--- config.mk ---
export PLATFORM = sky130hd
export DESIGN_NAME = op2_seq
export DESIGN_NICKNAME = d
export VERILOG_FILES = /design/src/rtl/op2_seq.sv
export SDC_FILE = /design/constraint.sdc
export NUM_CORES = 1
export LEC_CHECK = 0
export CAP_MARGIN = 20
export CORE_MARGIN = 4
export CORE_UTILIZATION = 60
export CTS_CLUSTER_SIZE = 16
export DETAILED_ROUTE_END_ITERATION = 10
export MAX_ROUTING_LAYER = met4
export PLACE_DENSITY_LB_ADDON = 0.08
export SLEW_MARGIN = 30
export SYNTH_ARGS = -nofsm -noshare
export SYNTH_HDL_FRONTEND = slang
export SYNTH_SLANG_ARGS = --single-unit
--- constraint.sdc ---
create_clock -name clk -period 5.05 [get_ports clk]
set_input_delay 1.01 -clock clk [delete_from_list [all_inputs] [get_ports clk]]
set_output_delay 1.01 -clock clk [all_outputs]
set_load 0.02 [all_outputs]
--- src/rtl/op2_seq.sv ---
`default_nettype none
// ============================================================================
// Module   : op2_seq
// Purpose  : Sequential C = Y -/+ X*X using a shift-add multiplier, with
//            valid/ready handshakes on operands and result.
// Revision : 1.0
// ============================================================================
module op2_seq #(
    parameter int W = 4
) (
    input  logic           clk,
    input  logic           rst_n,
    input  logic           in_valid,
    output logic           in_ready,
    input  logic [W-1:0]   X,
    input  logic [W-1:0]   Y,
    input  logic           H,
    input  logic           mode,
    output logic           out_valid,
    input  logic           out_ready,
    output logic [2*W-1:0] C,
    output logic           neg
);

    localparam int             CW     = $clog2(W) + 1;
    localparam logic [CW-1:0]  C_LAST = CW'(W - 1);

    typedef enum logic [1:0] {
        S_IDLE = 2'd0,
        S_MUL  = 2'd1,
        S_FIN  = 2'd2,
        S_DONE = 2'd3
    } state_t;

    state_t          r_state;
    state_t          w_next;
    logic [W-1:0]    r_x;
    logic [W-1:0]    r_y;
    logic            r_h;
    logic            r_mode;
    logic [2*W-1:0]  r_mcand;
    logic [2*W-1:0]  r_acc;
    logic [CW-1:0]   r_cnt;
    logic [2*W-1:0]  r_c;
    logic            r_neg;
    logic [2*W-1:0]  w_y_ext;

    assign w_y_ext = {{W{1'b0}}, r_y};

    always_ff @(posedge clk or negedge rst_n) begin
        if (!rst_n) begin
            r_state <= S_IDLE;
        end else begin
            r_state <= w_next;
        end
    end

    always_comb begin
        w_next = r_state;
        case (r_state)
            S_IDLE: if (in_valid) w_next = H ? S_MUL : S_FIN;
            S_MUL:  if (r_cnt == C_LAST) w_next = S_FIN;
            S_FIN:  w_next = S_DONE;
            S_DONE: if (out_ready) w_next = S_IDLE;
            default: w_next = S_IDLE;
        endcase
    end

    // Multiplier is consumed LSB-first and the multiplicand pre-shifted,
    // which is the same as adding (X << cnt) when bit [cnt] of X is set.
    always_ff @(posedge clk or negedge rst_n) begin
        if (!rst_n) begin
            r_x     <= '0;
            r_y     <= '0;
            r_h     <= 1'b0;
            r_mode  <= 1'b0;
            r_mcand <= '0;
            r_acc   <= '0;
            r_cnt   <= '0;
            r_c     <= '0;
            r_neg   <= 1'b0;
        end else begin
            case (r_state)
                S_IDLE: begin
                    if (in_valid) begin
                        r_x     <= X;
                        r_y     <= Y;
                        r_h     <= H;
                        r_mode  <= mode;
                        r_mcand <= {{W{1'b0}}, X};
                        r_acc   <= '0;
                        r_cnt   <= '0;
                    end
                end
                S_MUL: begin
                    if (r_x[0]) begin
                        r_acc <= r_acc + r_mcand;
                    end
                    r_mcand <= r_mcand << 1;
                    r_x     <= r_x >> 1;
                    r_cnt   <= r_cnt + CW'(1);
                end
                S_FIN: begin
                    if (!r_h) begin
                        r_c   <= '0;
                        r_neg <= 1'b0;
                    end else if (r_mode) begin
                        r_c   <= w_y_ext + r_acc;
                        r_neg <= 1'b0;
                    end else begin
                        r_c   <= w_y_ext - r_acc;
                        r_neg <= (w_y_ext < r_acc);
                    end
                end
                default: ;
            endcase
        end
    end

    assign in_ready  = (r_state == S_IDLE);
    assign out_valid = (r_state == S_DONE);
    assign C         = r_c;
    assign neg       = r_neg;

endmodule
`default_nettype wire

## Word level (Yosys, flattened, before mapping)

Cells that the tools add are included.

| word-level totals | value |
|---|---|
| bits in latches | 0 |
| output and inout bits | 11 |
| input port bits | 14 |
| memory bits (writable) | 0 |
| register bits | 40 |
| memories kept | 0 |
| memory bits (read-only) | 0 |

| cells by class | value |
|---|---|
| magnitude comparators | 1 |
| div/mod/pow operators | 0 |
| eq/ne operators | 8 |
| shifts and indexed selects | 0 |
| $mul | 0 |
| reductions and logical operators | 6 |
| bitwise logic cells | 0 |
| add/sub/neg operators | 4 |
| mux-type cells | 18 |

Operators by type and width:

| operator | count |
|---|---|
| $mux W8 | 5 |
| $pmux W8 S2 | 2 |
| $add A4 B8 Y8 | 1 |
| $add A8 B8 Y8 | 1 |
| $lt A4 B8 Y1 | 1 |
| $mux W2 | 4 |
| $pmux W2 S4 | 1 |
| $pmux W4 S2 | 1 |
| $sub A4 B8 Y8 | 1 |
| $ne A2 B2 Y1 const B | 3 |
| $pmux W3 S2 | 1 |
| $reduce_and A3 Y1 | 2 |
| $eq A2 B2 Y1 const B | 2 |
| $mux W4 | 1 |
| $reduce_and A2 Y1 | 2 |
| $add A3 B1 Y3 const B | 1 |
| $eq A3 B2 Y1 const B | 1 |
| $mux W3 | 1 |
| $eq A2 B1 Y1 const B | 1 |
| $logic_not A2 Y1 | 1 |
| $mux W1 | 2 |
| $ne A2 B1 Y1 const B | 1 |
| $reduce_bool A2 Y1 | 1 |

## Longest topological paths before layout

Gate-level depths: netlist (run 1).

| depth | value |
|---|---|
| depth after elaboration | 3 |
| depth in mapped cells | 9 |
| depth with buffers taken out | 9 |

## Worst setup path after synthesis (run 1)

Ideal clock, no wire load.

| path | value |
|---|---|
| kind | input port to flip-flop |
| start point | input port in_valid |
| end point | register r_acc[6] |
| stages on the path | 6 |
| required time | 4.921 ns |
| data arrival time | 1.905 ns |
| slack | 3.016 ns |
| setup time | 0.129 ns |
| path buffers | 1 |
| path through | nand2b_1 buf_4 o21ai_2 o21bai_2 a211oi_1 nand3_1 |

| on the way | value |
|---|---|
| word-level cells in the longest chain between the ends | 2 |

RTL lines:

| item | RTL line | text |
|---|---|---|
| from (decl) | 13 | `input logic in_valid,` |
| $ne A2 B2 Y1 (no line) | -- |  |
| $reduce_and A3 Y1 (no line) | -- |  |
| to (signal assigned) | 97 | `r_acc <= r_acc + r_mcand;` |
| to (decl) | 42 | `logic [2*W-1:0] r_acc;` |

No other way between the ends.
A chain may end at the register's enable or synchronous reset.

## Worst setup path in the final report (run 1)

| path | value |
|---|---|
| start point | register r_state[0] |
| end point | output port in_ready |

| on the way | value |
|---|---|
| word-level cells in the longest chain between the ends | 1 |

RTL lines:

| item | RTL line | text |
|---|---|---|
| from (decl) | 35 | `state_t r_state;` |
| from (signal assigned) | 54 | `r_state <= w_next;` |
| $logic_not A2 Y1 | 120 | `assign in_ready = (r_state == S_IDLE);` |
| to (decl) | 14 | `output logic in_ready,` |

No other way between the ends.

==> results.cfg, run 1 <==
[clock_tree]
max-clock-path-buffers = 2
worstSkewPairLatency_ns = 0.30
cts_sinks = 40
cts.root.buffer_cell = clkbuf_8
cts_resized = 0
tritoncts = built
cts_buffers = 5
cts_hold_repair.buffers = 0
cts.repair_timing.setup_buffer_count = 0
cts.reportedPaths.clkPinSlew_ns = 0.08
htree_levels = 2

[timing]
setup_violations = 0
tns_ns = 0
max_slew_margin_pct = 42.67
final_period_minus_worst_setup_slack_ns = 3.154
achievable-frequency_mhz = 317.1
rsz0062_at_grt = false
worstMarginPinSlew_ns = 0.8600
final-max-slew-violation-count = 0
fin_skew_ns = 0.01235
final.period_utilization_pct = 62.45
hold_viol = 0

[floorplanning]
io-pin-count = 25
initial_utilization_pct = 62.28
dieArea_um2 = 5247
design.core.area_um2 = 4000
num_rows = 23
die_height_um = 72.44
floorplan.die.width_um = 72.44

[synthesis]
synth_seq_cells = 40
postSynthNetCount = 286
synth.yosys.seq_area_share_pct = 40.18
ys.warnings.count = 0
postSynthAreaPerCell_um2 = 10.09
synthCells = 247
synth-edff-count = 0
synth.cell_area_um2 = 2491
synth.lib_cells_used.distinct = 50
async_reset_ff_share_pct = 100.0
synth_ff_type = dfrtp_1

[route]
detail_route.first_pass.iterations = 4
drt_iter0_markers = 151
vias = 1953
detail_route.wirelength_um = 5030
wire_per_inst_um = 15.77
drt_drc_violations_left = 0
antenna_left = 0
routed_via_density = 6.122

[cells_and_area]
fillers = 320
leading_cell_type_in_the_layout_fill_and_taps_excluded = dfrtp_1
finish.net_count = 307
final_layout_size_suffix_gt1_share_pct = 8.550
finalInstanceArea_um2 = 2848
area.growth.synth_to_final_pct = 14.31
layout_common_cells = dfrtp_1 (40), clkdlybuf4s50_1 (23), ha_1 (22)
n_antenna_cell = 0

[setup_path]
worst-r2r-cell-count = 7
critical_path.endpoint = in_ready
critical_path_start_end_classification = reg2out
timing.reg2reg.setup_slack_ns = 2.72
cp-end-kind = output port
critical_path.max_fanout = 18
worstPathArrival_ns = 2.14
critPathLaunchType = flip-flop
worst-endpoint-required_ns = 4.04
critical_path.reg2reg.endpoint = r_acc[6]
critical_path.reg2reg.startpoint = r_state[0]
critical_path.startpoint = r_state[0]

[grt]
pin_count_of_the_biggest_net_entering_global_routing = 41
grt_usage_pct = 22.20
grt_remaining_overflow = 0
number_of_antenna_violations_at_the_first_check_in_global_routing = 0
global_route_wire_length_before_repair_um = 8645
via_count_of_the_first_global_routing_pass = 1775

[placement]
place_congestion = 0.8350
place.detailed.hpwl_um = 3627
postPlaceCellArea_um2 = 2740
place.port_buffers = 24

[pwr]
totalPowerFinal_w = 0.001892
power.leakage_nw = 1.267
vdd_ir_drop_max_uv = 382.1
pwr_density_cell_nw_per_um2 = 664.3

[hold_path]
worstHoldPathType = reg2reg

[run_status]
result_of_the_run = finished, final reports clean

[job]
drv_cap = 0
-- sequential cells by signal, summed over array words and instances (netlist names) --
register and count:
r_x 4, r_state 2, neg 1, r_acc 8, r_mcand 8, r_cnt 3
r_mode 1, r_y 4, C 8, r_h 1
-- kinds of logic after synthesis --
kind of cell    count (synthesis)  synth area share [%]
flops                          40                 40.18
simple gates                   56                 12.46
compound gates                 86                 23.46
xor+xnor                        7                 2.461
buf+inv                        24                 4.068
fa+ha+maj                      25                 13.46
mux                             9                 3.917
-- metrics by stage --
stage,setup slack [ns],util (%),hold WS [ns],cells
after floorplan,3.016,-,0.4498,247
after global placement,2.159,68.50,0.4632,311
after detailed placement,2.132,68.50,0.4720,311
after CTS,1.907,71.19,0.4937,319
after global routing,1.823,71.19,0.5066,319
final,1.896,71.19,0.4889,319
-- area by class of cell --
type	count	area (µm²)	area share [%]
well taps	50	62.56	2.197
inverters	14	52.55	1.845
flip-flops and latches	40	1001	35.15
multi-input cells	183	1389	48.77
repair buffers	24	235.2	8.260
clock buffers	6	72.57	2.548
clock inverters	2	35.03	1.230
-- cell usage after synthesis (5+ instances only) --
master	instances	share of area, %
ha_1	22	11
o22ai_1	12	3.0
nand2_1	17	2.6
nand3_1	5	1.0
buf_2	6	1.2
nor2b_1	8	2.0
a22o_1	8	2.8
dfrtp_1	40	40
xnor2_1	6	2.1
a31oi_1	5	1.3
a21o_1	6	1.8
a21oi_1	17	3.4
nor2_1	7	1.1
o21ai_0	15	3.0
inv_1	13	2.0
mux2_2	6	2.7
-- worst min path at each step --
stage,from,endpoint,slack [ns],depth (start not counted)
2_1_floorplan,r_cnt[2],r_cnt[2],0.45,2
3_3_place_gp,neg,neg,0.46,1
3_5_place_dp,C[1],C[1],0.47,1
4_1_cts,C[1],C[1],0.49,1
5_1_grt,C[0],C[0],0.51,1
6_report,C[1],C[1],0.49,1
-- layer usage --
metal | global-route usage (%) | wire length [µm]
met1 | 27.92 | 2139
met2 | 35.19 | 2509
met3 | 4.017 | 244
met4 | 9.631 | 138
met5 | - | 0
-- report_power, final --
part / internal (W) / total [W] / leakage (nW) / switching [W]
Combinational: 0.000472 / 0.00103 / 0.707 / 0.000554
Sequential: 0.000455 / 0.000608 / 0.506 / 0.000153
Clock: 0.000147 / 0.000258 / 0.0552 / 0.000111
-- worst max-delay path, cell delays in order, from the launching register on --
cell and delay [ns]:
dfrtp_1 0.42, inv_1 0.10, ha_1 0.58, clkdlybuf4s50_1 0.73
Note: power is estimated with default switching activity, not from simulation.
==> run 2: changes to the inputs <==
--- a/config.mk
+++ b/config.mk
@@ -7,7 +7,7 @@
 export LEC_CHECK = 0
 export CAP_MARGIN = 20
 export CORE_MARGIN = 4
-export CORE_UTILIZATION = 60
+export CORE_UTILIZATION = 57
 export CTS_CLUSTER_SIZE = 16
 export DETAILED_ROUTE_END_ITERATION = 10
 export MAX_ROUTING_LAYER = met4
==> constraint.sdc (replaced) <==
create_clock -name clk -period 3.1 [get_ports clk]
set_input_delay 0.62 -clock clk [delete_from_list [all_inputs] [get_ports clk]]
set_output_delay 0.62 -clock clk [all_outputs]
set_load 0.02 [all_outputs]
==> run 2 against run 1 <==
Compared with the run above: register-to-register slack got worse by 1.8 ns; power grew 60%; combinational power up 61%; core utilization fell by 2.1 points; count of clock-buffer cells in the layout down 1; critical path depth rose by 3; critical endpoint is now r_acc[6]; highest routed layer unchanged.
==> results.cfg, run 2 (synthesis results as in run 1) <==
[floorplanning]
io-pin-count = 25
design.core.area_um2 = 4115
initial_utilization_pct = 60.54
dieArea_um2 = 5492
floorplan.die.width_um = 74.11
num_rows = 23
die_height_um = 74.11

[timing]
final.period_utilization_pct = 71.66
achievable-frequency_mhz = 450.2
rsz0062_at_grt = false
hold-worst-slack_ns = 0.2776
setup_violations = 0
max_slew_margin_pct = 64.51
final-max-slew-violation-count = 0
final_worst_path_setup_slack_ns = 0.8786
hold_viol = 0
fin_skew_ns = 0.008942
tns_ns = 0
worstMarginPinSlew_ns = 0.5278
final_period_minus_worst_setup_slack_ns = 2.221

[clock_tree]
cts_resized = 0
tritoncts = built
cts_sinks = 40
cts.reportedPaths.clkPinSlew_ns = 0.09
cts.root.buffer_cell = clkbuf_8
max-clock-path-buffers = 2
worstSkewPairLatency_ns = 0.30
cts_buffers = 5
htree_levels = 2
cts.repair_timing.setup_buffer_count = 0
cts_hold_repair.buffers = 0

[placement]
place_congestion = 0.8168
place.port_buffers = 24
place.detailed.hpwl_um = 3694
dp.cells = 312
pre_cts_setup_slack_ns = 0.5833
postPlaceCellArea_um2 = 2748

[run_status]
result_of_the_run = finished, final reports clean

[route]
drt_iter0_markers = 142
drt_drc_violations_left = 0
antenna_left = 0
detail_route.first_pass.iterations = 4
wire_per_inst_um = 15.50
detail_route.wirelength_um = 4961
vias = 1900
routed_via_density = 5.938

[setup_path]
cp-end-kind = flip-flop
critPathBufInv = 1
crit_chain = clkdlybuf4s50_1 > nand2b_1 > o21ai_2 > o21bai_2 > a211oi_1 > nand3_1
critical_path_start_end_classification = in2reg
critPathSlowestCell = clkdlybuf4s50_1
worstPathArrival_ns = 2.40
worst-endpoint-required_ns = 3.28
critPathLaunchType = input port
crit_path_max_incr_delay_ns = 0.55
critical_path.max_fanout = 10
cp_top_family = compound AO/OA/AOI/OAI gates

[hold_path]
worstHoldPathType = in2async

[cells_and_area]
multiInputGateArea_um2 = 1389
finish.net_count = 308
final_layout_size_suffix_gt1_share_pct = 9.259
n_antenna_cell = 0
ff_latch_area_um2 = 1001
finalInstanceArea_um2 = 2843
leading_cell_type_in_the_layout_fill_and_taps_excluded = dfrtp_1
fillers = 326
layout_common_cells = dfrtp_1 (40), clkdlybuf4s50_1 (23), ha_1 (22)
finalNonFillerCells = 320
area.growth.synth_to_final_pct = 14.11

[job]
drv_cap = 0

[grt]
grt_remaining_overflow = 0
global_route_wire_length_before_repair_um = 8590
number_of_antenna_violations_at_the_first_check_in_global_routing = 0
pin_count_of_the_biggest_net_entering_global_routing = 41
grt_usage_pct = 21.24
via_count_of_the_first_global_routing_pass = 1802

[pwr]
pwr_density_cell_nw_per_um2 = 1062
power.leakage_nw = 1.259
vdd_ir_drop_max_uv = 619.1
## run 2: final timing paths
check	start	to	slack, ns	cells past startpoint
hold / removal	rst_n	C[3]	0.28	1
setup / recovery	in_valid	r_acc[6]	0.88	6
setup reg to reg	r_acc[1]	C[7]	0.91	7
min in group clk	neg	neg	0.48	1
max in group asynchronous	rst_n	r_acc[2]	2.47	1
hold reg to reg	neg	neg	0.48	1
## run 2: final cells by class
cell class / count / area share (%)
timing repair buffer: 25 / 8.627
clock inverter: 3 / 0.8363
tap: 50 / 2.201
sequential: 40 / 35.21
clock buffer: 5 / 2.421
inverter: 14 / 1.849
multi-input combinational: 183 / 48.86
## run 2: worst register-to-register path, cell delays in order, from the launching register on
cell and delay, ns:
dfrtp_1 0.51, inv_1 0.13, ha_1 0.30, nor2b_1 0.12, o21bai_1 0.09, o31ai_1 0.46, a311oi_1 0.17, a221o_1 0.28
## run 2: per-stage QoR
step / total power, W / util [%]
floorplan: 0.002238 / -
global placement: 0.002639 / 66.77
detailed placement: 0.002666 / 66.77
CTS: 0.003032 / 69.02
global route: 0.003304 / 69.08
finish: 0.003019 / 69.08
## run 2: per-layer routing
layer	up-vias	GRT usage, %	routed length [µm]	part of all wire, %
li1	958	-	-	-
met3	6	4.189	152	3.1
met1	907	29.66	2518	51
met4	0	6.439	65	1.3
met5	-	-	0	0
met2	29	31.30	2223	45
## run 2: power by group
group / switching [W] / internal, W / total, W
logic: 0.000892 / 0.000772 / 0.00166
clock network: 0.000203 / 0.000159 / 0.000362
registers: 0.000253 / 0.000740 / 0.000993
